`src/rtl/mem_access_unit.sv`:
```
// mem_access_unit: memory-stage responder running one data-bus request/response transaction per start pulse
module mem_access_unit (
    input  logic        clk,
    input  logic        rst,
    input  logic        memu_valid,
    input  logic        DMre,
    input  logic        DMwe,
    input  logic [2:0]  dreq_info,
    input  logic [63:0] addr,
    input  logic [63:0] wdata,
    output logic        memu_finish,
    output logic [63:0] rdata,
    output logic        misalign,
    output logic        dreq_valid,
    output logic [63:0] dreq_addr,
    output logic [2:0]  dreq_size,
    output logic [7:0]  dreq_strobe,
    output logic [63:0] dreq_data,
    input  logic        dresp_addr_ok,
    input  logic        dresp_data_ok,
    input  logic [63:0] dresp_data
);
    typedef enum logic [1:0] {IDLE, REQ, WAIT, DONE} state_t;
    state_t      state_q, state_d;
    logic [63:0] addr_q, addr_d, wdata_q, wdata_d, rdata_q, rdata_d;
    logic [2:0]  info_q, info_d;
    logic        ld_q, ld_d, st_q, st_d, mis_q, mis_d;
    logic [2:0]  amask, off;
    logic        access, mis_in, sx;
    logic [63:0] raw, load_ext;
    logic [7:0]  lanes;
    assign access = DMre | DMwe;
    assign amask = dreq_info[1:0] == 2'd0 ? 3'd0 : dreq_info[1:0] == 2'd1 ? 3'd1 : dreq_info[1:0] == 2'd2 ? 3'd3 : 3'd7;
    assign mis_in = |(addr[2:0] & amask);
    assign off = addr_q[2:0];
    assign raw = dresp_data >> {off, 3'b000};
    assign sx = ~info_q[2] & (info_q[1:0] == 2'd0 ? raw[7] : info_q[1:0] == 2'd1 ? raw[15] : raw[31]);
    assign load_ext = info_q[1:0] == 2'd0 ? {{56{sx}}, raw[7:0]} :
                      info_q[1:0] == 2'd1 ? {{48{sx}}, raw[15:0]} :
                      info_q[1:0] == 2'd2 ? {{32{sx}}, raw[31:0]} : raw;
    assign lanes = info_q[1:0] == 2'd0 ? 8'h01 : info_q[1:0] == 2'd1 ? 8'h03 : info_q[1:0] == 2'd2 ? 8'h0F : 8'hFF;
    assign memu_finish = state_q == DONE;
    assign misalign = (state_q == DONE) & mis_q;
    assign dreq_valid = state_q == REQ;
    assign dreq_addr = addr_q;
    assign dreq_size = {1'b0, info_q[1:0]};
    assign dreq_strobe = st_q ? lanes << off : 8'h00;
    assign dreq_data = wdata_q << {off, 3'b000};
    assign rdata = rdata_q;
    // next state: capture on start in IDLE, track the bus handshake, latch extended load data on data_ok
    always_comb begin
        state_d = state_q;
        addr_d = addr_q;
        wdata_d = wdata_q;
        info_d = info_q;
        ld_d = ld_q;
        st_d = st_q;
        mis_d = mis_q;
        rdata_d = rdata_q;
        case (state_q)
            IDLE: if (memu_valid) begin
                addr_d = addr;
                wdata_d = wdata;
                info_d = dreq_info;
                ld_d = DMre & ~DMwe;
                st_d = DMwe;
                mis_d = access & mis_in;
                state_d = access && !mis_in ? REQ : DONE;
            end
            REQ: if (dresp_addr_ok) begin
                state_d = dresp_data_ok ? DONE : WAIT;
                rdata_d = dresp_data_ok && ld_q ? load_ext : rdata_q;
            end
            WAIT: if (dresp_data_ok) begin
                state_d = DONE;
                rdata_d = ld_q ? load_ext : rdata_q;
            end
            default: state_d = IDLE;
        endcase
    end
    // state and captured-request registers with synchronous reset
    always_ff @(posedge clk) begin
        if (rst) begin
            state_q <= IDLE;
            addr_q <= '0;
            wdata_q <= '0;
            info_q <= '0;
            ld_q <= 1'b0;
            st_q <= 1'b0;
            mis_q <= 1'b0;
            rdata_q <= '0;
        end else begin
            state_q <= state_d;
            addr_q <= addr_d;
            wdata_q <= wdata_d;
            info_q <= info_d;
            ld_q <= ld_d;
            st_q <= st_d;
            mis_q <= mis_d;
            rdata_q <= rdata_d;
        end
    end
endmodule

```
`config.mk`:
```
export PLATFORM = sky130hd
export DESIGN_NAME = mem_access_unit
export DESIGN_NICKNAME = d
export VERILOG_FILES = /design/src/rtl/mem_access_unit.sv
export SDC_FILE = /design/constraint.sdc
export NUM_CORES = 1
export LEC_CHECK = 0
export CAP_MARGIN = 30
export CELL_PAD_IN_SITES_DETAIL_PLACEMENT = 0
export CELL_PAD_IN_SITES_GLOBAL_PLACEMENT = 2
export CORE_MARGIN = 2
export CORE_UTILIZATION = 22
export CTS_CLUSTER_DIAMETER = 40
export DETAILED_ROUTE_END_ITERATION = 10
export PLACE_DENSITY_LB_ADDON = 0.1
export SYNTH_ARGS = -nofsm -noshare
export SYNTH_HDL_FRONTEND = slang
export SYNTH_SLANG_ARGS = --single-unit
export TNS_END_PERCENT = 1
```
`constraint.sdc`:
```
create_clock -name clk -period 2 [get_ports clk]
set_input_delay 0.2 -clock clk [delete_from_list [all_inputs] [get_ports clk]]
set_output_delay 0.2 -clock clk [all_outputs]
set_load 0.02 [all_outputs]
```
Yosys cells after proc, flatten, opt, wreduce, memory -nomap -nowiden
Index checks and enable logic that the tools add are counted.

storage, ports and cells
  bits in registers = 200
  bits of input ports = 202
  output and inout port bits = 206
  logic and storage cells = 65

cells by class
  equality and inequality tests = 12
  shift operators = 3
  mux-type cells = 23
  bitwise operators = 8
  reductions and logical operators = 11

operator list
  kind                  count
  $mux W64              7
  $pmux W64 S2          1
  $shl A64 B6 Y64       1
  $shr A64 B6 Y64       1
  $mux W8               4
  $mux W3               3
  $eq A2 B2 Y1 const B  4
  $mux W2               4
  $shl A8 B3 Y8         1
  $eq A2 B1 Y1 const B  3
  $logic_not A2 Y1      3
  $ne A2 B2 Y1 const B  3
  $pmux W2 S3           1
  $reduce_and A5 Y1     1
  $and A1 B1 Y1         4
  $ne A2 B1 Y1 const B  2
  $and A3 B3 Y3         1
  $mux W1               3
  $reduce_and A3 Y1     1
  $reduce_or A3 Y1      1
  $logic_and A1 B1 Y1   2
  $not A1 Y1            2
  $reduce_and A2 Y1     1
  $reduce_bool A2 Y1    1
  other kinds (2)       2

Longest topological paths before layout
  word-level depth = 11
  gate-level depth with buffers = 9
  depth with buffers taken out = 7

Worst setup path after synthesis
No wires, ideal clock.

  kind = reg2out
  from = reg addr_q[0], in the netlist dreq_addr[0]
  to = out dreq_strobe[5]
  arrival = 2255 ps
  data required time = 1800 ps
  slack = -455 ps
  stages on the path, launching flop included = 7
  path buffers = 4
  cell sequence = dfxtp_1 > buf_2 > buf_2 > clkbuf_1 > clkbuf_1 > nor3_1 > a211oi_1

on the way
  cells in the longest elaborated chain, start to end = 2

ends and longest elaborated chain
  item                      line  RTL
  start: declaration        25    logic [63:0] addr_q, addr_d, wdata_q, wdata_d, rdata_q, rdata_d;
  start signal: assignment  94    addr_q <= addr_d;
  $shl A8 B3 Y8             47    assign dreq_strobe = st_q ? lanes << off : 8'h00;
  $mux W8                   47
  end: declaration          17    output logic [7:0] dreq_strobe,

Every way passes these cells.

Worst setup path in the final report
  from = reg addr_q[1], in the netlist dreq_addr[1]
  to = reg rdata_q[54], in the netlist rdata[54]

on the way
  cells in the longest elaborated chain, start to end = 10
  elaborated cells on any way between the ends = 12
  classes of those cells = shift: 1; mux: 10; bitwise: 1

ends and longest elaborated chain
  item                         line    RTL
  $shr A64 B6 Y64 (*)          36      assign raw = dresp_data >> {off, 3'b000};
  $mux W1 (2 in a row)         37      assign sx = ~info_q[2] & (info_q[1:0] == 2'd0 ? raw[7] : info_q[1:0] == 2'd1 ? raw[15] : raw[31]);
  $and A1 B1 Y1                37
  $mux W64                     40      info_q[1:0] == 2'd2 ? {{32{sx}}, raw[31:0]} : raw;
  $mux W64                     39      info_q[1:0] == 2'd1 ? {{48{sx}}, raw[15:0]} :
  $mux W64 (*)                 38      assign load_ext = info_q[1:0] == 2'd0 ? {{56{sx}}, raw[7:0]} :
  $mux W64 (on tied branches)  76, 72
  $mux W64 (on tied branches)  74, 70
  $pmux W64 S2 (*)             60      case (state_q)
  end signal: assignment       100     rdata_q <= rdata_d;
  end: declaration             25

Every way passes the cells marked *; elsewhere a longest branch is shown, timed or not. The select of a mux whose other input is x is not followed.
A chain may end at the register's enable or synchronous reset.

==> reports/qor.txt <==
Hold Violations, Final: 0
primary flip-flop cell chosen by synthesis mapping: dfxtp_1
clock slew at reported path FFs: 0.08 ns
Slew @ Worst Pin: 0.762 ns
sequential share of the synthesized area: 35.8%
WS Path Type: register to register
Period minus WS final: 2.27 ns
type of the tightest min-delay check: primary input to register
Initial Utilization: 22.3%
failing checks: negative setup slack
final setup margin: -0.272 ns
pin count of the biggest net entering global routing: 69
Tcrit/Tclk final: 114%
first-pass GRT wire length: 81.4 mm
FP Rows: 82
startpoint types: register
P&R area growth vs syn: 67.8%
ys async rst share: 0%
Post-Synthesis Cells: 1431
Power Density: 1140 nW/µm²
#FFs+latches synth: 200
RSZ-0062 raised after global routing: yes
hpwl dp: 42.0 mm
final core occ: 37.4%
share of cells above drive strength 1: 26.2%
initial antenna violation count: 9
Largest stage delay, worst path: 0.47 ns
Lkg Pwr: 6.77 nW
final WL: 55.5 mm
First DRT Iteration DRCs: 528
Die Wd: 230 µm
# IOs: 408
f_max: 440 MHz
CTS Buffer Depth: 2
drt drc: 0
antenna-violating nets left: 0
Synth top area share: 35.8%
CTS tree: yes
GR Overflow Total: 0
dominant cells by area after synthesis: dfxtp_1 (36%), nand2_1 (12%), mux2i_1 (10%), a21oi_1 (8.4%), nor2_1 (4.2%)
area leader, netlist: dfxtp_1
DIE AREA: 52700 µm²
RePlAce Congestion: 0.837
final number of max-transition violations: 0
sequence of cells on the critical path: buf_12 -> mux2i_4 -> mux4_2 -> o211ai_4 -> a211oi_4 -> buf_6 -> buf_16 -> a211oi_2
Critical Path AT: 2.65 ns
final setup vio count: 114
Synth cell types: 50
clock sink count: 200
outcome: finished with violations
Max Cap Viol: 0
WP data required: 2.37 ns
pre-CTS WS: -0.370 ns
syn_nets: 1637
synthesized area: 11200 µm²
first-pass detailed-route iteration total: 5
EDFF count, synth: 0
root buf cell: clkbuf_16
Mean Syn Cell Area: 7.82 µm²
total CTS buffers: 17
Slew HR: 49.0%
Clock Skew: 0.00983 ns
H-Tree Level Count: 4
Port Buf Inserts: 406
core area: 50200 µm²
# nets final: 2101
worst-path fanout max: 15
Slowest cell on crit path: dfxtp_4
vias per cell: 4.70
wire per inst: 21.5 µm
Peak VDD IR: 0.542 mV
Die Height: 230 µm
clk_lat worst skew: 0.50 ns
crit end category: register
vias: 12100
Ys Warns: 0
vias in the first global route: 12300
GR Util All Layers: 20.8%
## placed cells by master, fill, tap and decap left out, types with 5 or more instances in the layout
master           count
a21oi_1            169
buf_2               19
mux2_4               7
nand2_1            343
mux2i_1             99
o221a_2              8
o21ai_0             21
a211oi_2            45
buf_12              40
and2_4               8
clkdlybuf4s50_1    325
buf_6               47
nand2b_1            16
o32ai_1              7
buf_8                6
and2_1               5
a21oi_2             18
o22ai_1             14
buf_4              122
inv_1                9
nor2b_1             13
mux2_2              25
a211oi_1            23
mux2i_4              9
mux2i_2              7
mux4_2              15
nor2_1             111
o211ai_1             9
o22ai_4              5
dfxtp_1            196
nor2_2              14
o22ai_2             11
o21ai_1              8
dlymetal6s2s_1       5
o21ai_2             19
a211o_1              7
clkbuf_16           17
## critical path: cells and delay by family (launching register included)
| kind | cells | cell delay (ns) |
|---|---|---|
| mux | 2 | 0.60 |
| compound gates | 3 | 0.56 |
| buf+inv | 3 | 0.52 |
| flops | 1 | 0.47 |
## report_power, final
group,internal [mW],switching (mW),total (mW)
clock network,1.78,1.92,3.70
registers,4.88,0.702,5.58
logic,5.56,6.55,12.1
## worst paths after layout
kind,cells after the start,slack (ns),startpoint,to
worst min register to register,2,0.45,wdata_q[48],wdata_q[48]
worst max register to register,8,-0.27,dreq_addr[1],rdata[54]
worst min-delay path,3,0.16,rst,rdata[14]
worst max-delay path,8,-0.27,dreq_addr[1],rdata[54]
## area by class of cell
class                      count  area [µm²]
clock buffer                  17         425
timing repair buffer         575        5950
sequential                   200        4020
tap                          672         841
multi-input combinational   1090        7340
fill                        5213       31400
inverter                      11        41.3
antenna                        2        5.00
clock inverter                14         164
## synth_stat cells, drive strengths merged, types with 2 or more instances
cell type / number
nand2: 345
dfxtp: 200
a21oi: 187
nor2: 126
mux2i: 115
clkbuf: 88
a211oi: 71
o21ai: 49
buf: 42
mux2: 32
o22ai: 30
nor2b: 21
nand2b: 17
mux4: 15
and2: 14
inv: 10
o211ai: 10
o221a: 8
o32ai: 8
a211o: 7
nor3: 5
ha: 4
nand3: 3
a31oi: 2
nor4: 2
o21a: 2
## routing by layer
| metal | up-vias | GRT usage, % | part of all wire (%) | wire length [µm] |
|---|---|---|---|---|
| met1 | 5834 | 23.7 | 40 | 22400 |
| met3 | 65 | 5.68 | 5.2 | 2900 |
| met5 | - | 0 | 0.14 | 80 |
| li1 | 5922 | - | - | - |
| met4 | 12 | 6.98 | 2.8 | 1550 |
| met2 | 286 | 37.4 | 52 | 28600 |
## kinds of logic after synthesis
family	share of synthesized area, %
AOI/OAI and AO/OA	22.2
adders and majority gates	0.447
buffers and inverters	5.36
DFF	35.8
muxes	16.5
other	0.0335
and+or+nand+nor	19.7
## per-stage QoR
stage                     instance area [µm²]  setup TNS [ns]  hold WS (ns)  power [mW]  cells
after floorplan                         11400           -2.58         0.329        11.6   1431
after global placement                  17300          -16.69         0.442        16.9   2524
after detailed placement                17300          -21.73         0.445        16.9   2524
after CTS                               18500          -19.20         0.144        21.5   2574
after global routing                    18800          -27.75         0.176        22.7   2581
final                                   18800          -16.00         0.162        21.4   2581
## what timing repair did
| action | in CTS | in global routing |
|---|---|---|
| setup endpoints to repair | 130 | 141 |
| resized for setup | 349 | 77 |
| hold buffers | 0 | 0 |
| cloned | 4 | 0 |
| pin swaps | 33 | 35 |
| setup buffers | 18 | 6 |
## registers in the layout, indices dropped and copies added (netlist names)
register / flops
dreq_addr: 64
wdata_q: 64
mis_q: 1
info_q: 3
st_q: 1
rdata: 64
ld_q: 1
state_q: 2
Note: power is estimated with default switching activity, not from simulation.
